File: config.mk
export PLATFORM = sky130hd
export DESIGN_NAME = uart_rx_fifo
export DESIGN_NICKNAME = d
export VERILOG_FILES = /design/src/rtl/uart_rx_fifo.sv
export SDC_FILE = /design/constraint.sdc
export NUM_CORES = 1
export LEC_CHECK = 0
export BUFFER_PORTS_ARGS = -buffer_cell sky130_fd_sc_hd__buf_2
export CAP_MARGIN = 20
export CELL_PAD_IN_SITES_DETAIL_PLACEMENT = 1
export CELL_PAD_IN_SITES_GLOBAL_PLACEMENT = 1
export CORE_MARGIN = 5
export CORE_UTILIZATION = 40
export DETAILED_ROUTE_END_ITERATION = 7
export MAX_ROUTING_LAYER = met4
export PLACE_DENSITY_LB_ADDON = 0.1
export SETUP_SLACK_MARGIN = 0.02
export SLEW_MARGIN = 20
export SYNTH_ARGS = -nofsm -noshare
export SYNTH_HDL_FRONTEND = slang
export SYNTH_SLANG_ARGS = --single-unit
File: constraint.sdc
create_clock -name clk_i -period 2.5 [get_ports clk_i]
set_input_delay 0.375 -clock clk_i [delete_from_list [all_inputs] [get_ports clk_i]]
set_output_delay 0.375 -clock clk_i [all_outputs]
set_load 0.01 [all_outputs]
File: src/rtl/uart_rx_fifo.sv
// ---------------------------------------------------------------------------
// uart_rx_fifo
//
// UART receive stage feeding a byte-wide ready/valid consumer. The serial
// line is brought into the clock domain by a two-flop synchronizer, 8N1
// frames are deserialized LSB first at a fixed baud, and completed bytes are
// buffered in a small FIFO.
//
// Parameters:
//   ClkFreq   system clock frequency in Hz
//   BaudRate  line rate in bits/s
//   Depth     FIFO entries (power of two, >= 2)
//
// Ports:
//   clk_i        system clock, rising edge
//   reset_i      synchronous active-high reset
//   rx_i         asynchronous serial line, idle high
//   data_o       head-of-FIFO byte (0 while the FIFO is empty)
//   valid_o      FIFO non-empty
//   ready_i      consumer takes data_o when valid_o & ready_i
//   frame_err_o  one-cycle pulse: stop bit sampled low
//   overrun_o    sticky: a completed byte was dropped on a full FIFO
//   clear_i      clears overrun_o (a new overrun on the same edge wins)
// ---------------------------------------------------------------------------
module uart_rx_fifo #(
  parameter int ClkFreq  = 12000000,
  parameter int BaudRate = 115200,
  parameter int Depth    = 4
) (
  input  logic       clk_i,
  input  logic       reset_i,
  input  logic       rx_i,
  output logic [7:0] data_o,
  output logic       valid_o,
  input  logic       ready_i,
  output logic       frame_err_o,
  output logic       overrun_o,
  input  logic       clear_i
);

  localparam int ClksPerBit = ClkFreq / BaudRate;
  localparam int HalfBit    = ClksPerBit / 2;
  localparam int CntW       = $clog2(ClksPerBit);
  localparam int AddrW      = $clog2(Depth);

  localparam logic [CntW-1:0] BitEnd  = CntW'(ClksPerBit - 1);
  localparam logic [CntW-1:0] HalfEnd = CntW'(HalfBit - 1);

  typedef enum logic [1:0] {
    IDLE  = 2'd0,
    START = 2'd1,
    DATA  = 2'd2,
    STOP  = 2'd3
  } state_t;

  // -------------------------------------------------------------------------
  // Input synchronizer. Both flops reset to the idle (high) line level so a
  // reset never looks like a start bit.
  // -------------------------------------------------------------------------
  logic rx_meta_reg;
  logic rx_s_reg;

  always_ff @(posedge clk_i) begin
    if (reset_i) begin
      rx_meta_reg <= 1'b1;
      rx_s_reg    <= 1'b1;
    end else begin
      rx_meta_reg <= rx_i;
      rx_s_reg    <= rx_meta_reg;
    end
  end

  // -------------------------------------------------------------------------
  // Receive FSM: state register
  // -------------------------------------------------------------------------
  state_t          state_reg, state_next;
  logic [CntW-1:0] cnt_reg, cnt_next;
  logic [2:0]      idx_reg, idx_next;
  logic [7:0]      shift_reg, shift_next;

  always_ff @(posedge clk_i) begin
    if (reset_i) begin
      state_reg <= IDLE;
      cnt_reg   <= '0;
      idx_reg   <= '0;
      shift_reg <= '0;
    end else begin
      state_reg <= state_next;
      cnt_reg   <= cnt_next;
      idx_reg   <= idx_next;
      shift_reg <= shift_next;
    end
  end

  // -------------------------------------------------------------------------
  // Receive FSM: next-state logic
  // -------------------------------------------------------------------------
  always_comb begin
    state_next = state_reg;
    cnt_next   = cnt_reg;
    idx_next   = idx_reg;
    shift_next = shift_reg;

    unique case (state_reg)
      IDLE: begin
        cnt_next = '0;
        if (!rx_s_reg) begin
          state_next = START;
        end
      end

      START: begin
        // Re-check the line half a bit in; a high level here was a glitch.
        if (cnt_reg == HalfEnd) begin
          cnt_next = '0;
          if (!rx_s_reg) begin
            state_next = DATA;
            idx_next   = '0;
          end else begin
            state_next = IDLE;
          end
        end else begin
          cnt_next = cnt_reg + 1'b1;
        end
      end

      DATA: begin
        if (cnt_reg == BitEnd) begin
          cnt_next            = '0;
          shift_next[idx_reg] = rx_s_reg;
          if (idx_reg == 3'd7) begin
            state_next = STOP;
          end else begin
            idx_next = idx_reg + 3'd1;
          end
        end else begin
          cnt_next = cnt_reg + 1'b1;
        end
      end

      STOP: begin
        // Leave in the middle of the stop bit so a start bit that follows
        // immediately is still caught on its falling edge.
        if (cnt_reg == BitEnd) begin
          cnt_next   = '0;
          state_next = IDLE;
        end else begin
          cnt_next = cnt_reg + 1'b1;
        end
      end

      default: begin
        state_next = IDLE;
        cnt_next   = '0;
      end
    endcase
  end

  // -------------------------------------------------------------------------
  // Receive FSM: outputs (decoded from the stop-bit sample point)
  // -------------------------------------------------------------------------
  logic stop_sample;
  logic push_req;
  logic frame_bad;

  always_comb begin
    stop_sample = 1'b0;
    push_req    = 1'b0;
    frame_bad   = 1'b0;
    if (state_reg == STOP && cnt_reg == BitEnd) begin
      stop_sample = 1'b1;
      push_req    = rx_s_reg;
      frame_bad   = !rx_s_reg;
    end
  end

  logic frame_err_reg;

  always_ff @(posedge clk_i) begin
    if (reset_i) begin
      frame_err_reg <= 1'b0;
    end else begin
      frame_err_reg <= frame_bad;
    end
  end

  // -------------------------------------------------------------------------
  // Byte FIFO. Pointers carry one extra wrap bit so full and empty are
  // distinguishable when the address bits match.
  // -------------------------------------------------------------------------
  logic [7:0]     mem [Depth];
  logic [AddrW:0] wr_ptr_reg;
  logic [AddrW:0] rd_ptr_reg;
  logic           fifo_empty;
  logic           fifo_full;
  logic           pop;
  logic           push_ok;
  logic           drop;

  assign fifo_empty = (wr_ptr_reg == rd_ptr_reg);
  assign fifo_full  = (wr_ptr_reg[AddrW] != rd_ptr_reg[AddrW]) &&
                      (wr_ptr_reg[AddrW-1:0] == rd_ptr_reg[AddrW-1:0]);

  assign pop = !fifo_empty && ready_i;

  // A full FIFO still accepts a byte when the head leaves on the same edge.
  assign push_ok = push_req && (!fifo_full || pop);
  assign drop    = push_req && fifo_full && !pop;

  // Storage has no reset: contents are only visible through valid_o.
  always_ff @(posedge clk_i) begin
    if (push_ok) begin
      mem[wr_ptr_reg[AddrW-1:0]] <= shift_reg;
    end
  end

  always_ff @(posedge clk_i) begin
    if (reset_i) begin
      wr_ptr_reg <= '0;
      rd_ptr_reg <= '0;
    end else begin
      if (push_ok) begin
        wr_ptr_reg <= wr_ptr_reg + 1'b1;
      end
      if (pop) begin
        rd_ptr_reg <= rd_ptr_reg + 1'b1;
      end
    end
  end

  // Sticky overrun; a drop on the same edge as clear_i keeps it set.
  logic overrun_reg;

  always_ff @(posedge clk_i) begin
    if (reset_i) begin
      overrun_reg <= 1'b0;
    end else if (drop) begin
      overrun_reg <= 1'b1;
    end else if (clear_i) begin
      overrun_reg <= 1'b0;
    end
  end

  // -------------------------------------------------------------------------
  // Outputs. data_o is forced to zero while empty so stale storage never
  // leaks onto the bus.
  // -------------------------------------------------------------------------
  assign valid_o     = !fifo_empty;
  assign data_o      = fifo_empty ? 8'h00 : mem[rd_ptr_reg[AddrW-1:0]];
  assign frame_err_o = frame_err_reg;
  assign overrun_o   = overrun_reg;

endmodule

==> flow_metrics.env <==
export IMPL_design_power_total_mw=1.95
export IMPL_min_path_cells=2
export IMPL_post_cts_buffers=0
export IMPL_fin_tns_setup_ns=0
export IMPL_ys_seq_area_share_pct=57.7
export IMPL_leakage_nw=1.18
export IMPL_synthArstFlopShare_pct=0
export IMPL_critPathMaxFanout=8
export IMPL_synth_top_family_by_area="simple AND/OR/NAND/NOR gates"
export IMPL_yosysUniqueCellTypes=43
export IMPL_end_kind="flip-flop"
export IMPL_drive_above_1_share_pct=21.0
export IMPL_grt_pass1_vias=1832
export IMPL_crit_arrival_ns=2.24
export IMPL_cts_buffers=9
export IMPL_wl_per_cell_microns=17.0
export IMPL_worstSetupPathType="flip-flop to flip-flop"
export IMPL_synth_edf_count=32
export IMPL_dieWidth_microns=93.3
export IMPL_rsz0062_at_grt="no"
export IMPL_reg2regPathDepth=5
export IMPL_synth_fa_ha_area_share_pct=3.61
export IMPL_synth_seq_cells=64
export IMPL_cts_hold_buf=0
export IMPL_fmax_mhz=443
export IMPL_instances_no_fill=323
export IMPL_synth_top_area_share_pct=34.6
export IMPL_synth_area_sq_um=2780
export IMPL_start_util_pct=41.1
export IMPL_place_gp_congestion=0.792
export IMPL_gr_total_overflow=0
export IMPL_num_vias=1734
export IMPL_rows=30
export IMPL_startpoint_type="flip-flop"
export IMPL_antenna_found_initial=0
export IMPL_setup_slack_ns=0.245
export IMPL_yosys_area_share_simple_pct=18.8
export IMPL_clkTransAtPathRegs_ns=0.07
export IMPL_drv_slew=0
export IMPL_hp_start="rx_i"
export IMPL_synth_xor_area_share_pct=2.84
export IMPL_port_buffers=15
export IMPL_fp_dieArea_sq_um=8700
export IMPL_cts_repair_resized=1
export IMPL_synthTopCellsByArea="edfxtp_1, dfxtp_1, mux4_2"
export IMPL_period_share_pct=90.2
export IMPL_drt_iter0_markers=58
export IMPL_finalHoldViolCount=0
export IMPL_core_sq_um=6760
export IMPL_synth_compound_area_share_pct=4.28
export IMPL_largest_register_ffs=32
export IMPL_dpl_cell_count=307
export IMPL_slew_headroom_pct=56.3
export IMPL_via_per_inst=5.37
export IMPL_fin_crit_ns=2.26
export IMPL_grt_use_total_pct=14.4
export IMPL_yosysWarnings=0
export IMPL_tritoncts="done"
export IMPL_io_pins=16
export IMPL_synth_fp_nets=232
export IMPL_clk_path_buf_depth=2
export IMPL_totalWireLength_mm=5.50
export IMPL_peakVddDrop_mv=0.260
export IMPL_clockRootBuffer="clkbuf_8"
export IMPL_worstMarginPinSlew_ns=0.651
export IMPL_place_hpwl_mm=3.91
export IMPL_grt_max_degree=28
export IMPL_status="completed"
export IMPL_area_growth_syn_to_layout_pct=11.9
export IMPL_p_per_area_nw_per_um2=629
export IMPL_drcViolationCount=0
export IMPL_fin_nets=251
export IMPL_r2r_slack_ns=0.24
export IMPL_r2r_start="cnt_reg[0]$_SDFF_PP0_"
export IMPL_maxCapViolations=0
export IMPL_synthMuxAreaShare_pct=10.1
export IMPL_worstPathRequired_ns=2.49
export IMPL_postLayoutCoreUtil_pct=46.0
export IMPL_pre_cts_ws_ns=0.205
export IMPL_h_tree_depth=3
export IMPL_clock_skew_final_ns=0.00600
export IMPL_hp_class="input pin to flip-flop"
export IMPL_die_h_microns=93.3
export IMPL_grt_pass1_wl_mm=9.27
export IMPL_synthCells=219
export IMPL_antenna_cells=0
export IMPL_setup_viol=0
export IMPL_avgSynthCellArea_sq_um=12.7
export IMPL_ys_top_cells_by_count="dfxtp_1, edfxtp_1, nor2_1"
export IMPL_worstSkewPairLatency_ns=0.34
export IMPL_synth_ff_type="edfxtp_1"
export IMPL_synth_area_leader_cell="edfxtp_1"
export IMPL_hold_path_endpoint="rx_meta_reg$_SDFF_PP1_"
export IMPL_clock_sinks=64
export IMPL_final_antenna_net_count=0
export IMPL_regToRegEndpoint="mem[0][4]$_DFFE_PP_"
export IMPL_dr_pass1_iters=4
[report_power, final]
group	switching, mW	leakage [nW]	internal (mW)
Combinational	0.0116	0.536	0.00662
Sequential	0.00525	0.555	1.09
Clock	0.389	0.0901	0.449
Total	0.405	1.18	1.55
[worst max path at each step]
stage,start,end,cells past startpoint
finish,cnt_reg[0]$_SDFF_PP0_,mem[0][4]$_DFFE_PP_,5
global placement,cnt_reg[0]$_SDFF_PP0_,mem[0][3]$_DFFE_PP_,5
floorplan,cnt_reg[0]$_SDFF_PP0_,mem[3][0]$_DFFE_PP_,4
detailed placement,cnt_reg[0]$_SDFF_PP0_,mem[1][3]$_DFFE_PP_,5
global route,cnt_reg[0]$_SDFF_PP0_,mem[0][4]$_DFFE_PP_,5
CTS,cnt_reg[0]$_SDFF_PP0_,mem[1][7]$_DFFE_PP_,5
[area by class of cell]
| class | instances | area (sq um) |
|---|---|---|
| Multi-Input combinational cell | 140 | 1110 |
| Clock inverter | 7 | 62.6 |
| Timing Repair Buffer | 17 | 90.1 |
| Clock buffer | 9 | 124 |
| Tap cell | 80 | 100 |
| Fill cell | 713 | 3650 |
| Inverter | 6 | 22.5 |
| Sequential cell | 64 | 1600 |
[cell families after synthesis]
logic type	count (synthesis)
compound gates	19
xor+xnor	9
fa+ha+maj	8
buf+inv	15
flops	64
mux	18
simple gates	86
[worst max-delay path: stages (launching register included)]
cell      delay, ns
dfxtp_1        0.36
ha_1           0.30
nand4b_4       0.16
or3_4          0.45
nor2_1         0.19
and2_1         0.44
[layout by cell type (no fill, tap or decap), types with 2 or more instances in the layout]
| cell | n |
|---|---|
| o311ai_0 | 2 |
| ha_1 | 8 |
| nor2b_1 | 11 |
| xor2_1 | 8 |
| buf_4 | 2 |
| edfxtp_1 | 32 |
| clkinv_2 | 2 |
| mux2i_1 | 9 |
| nand2b_1 | 2 |
| a21o_1 | 2 |
| buf_2 | 15 |
| nand4b_1 | 6 |
| inv_1 | 6 |
| dfxtp_1 | 32 |
| nor4_1 | 2 |
| clkbuf_8 | 9 |
| and2_1 | 4 |
| nand3_1 | 4 |
| a21oi_1 | 8 |
| nor2_1 | 28 |
| or2_2 | 4 |
| nand2_1 | 5 |
| o21ai_0 | 3 |
| clkinvlp_4 | 2 |
| o31ai_1 | 2 |
| clkinv_1 | 2 |
| mux4_2 | 8 |
| nand3b_1 | 2 |
| nand4_1 | 6 |
[routing by layer]
| metal | GRT usage (%) | wire length [microns] | share of wire (%) | vias up |
|---|---|---|---|---|
| met5 | - | 0 | 0 | - |
| met4 | 6.96 | 93 | 1.7 | 0 |
| met3 | 2.65 | 154 | 2.8 | 8 |
| met2 | 24.0 | 2840 | 52 | 24 |
| met1 | 16.9 | 2410 | 44 | 861 |
| li1 | - | - | - | 841 |
[per-stage QoR]
stage	area (sq um)	hold slack (ns)
after floorplan	2780	0.389
after global placement	2920	0.395
after detailed placement	2920	0.417
after CTS	3110	0.220
after global routing	3110	0.228
final	3110	0.234
(Power assumes the default switching activity.)
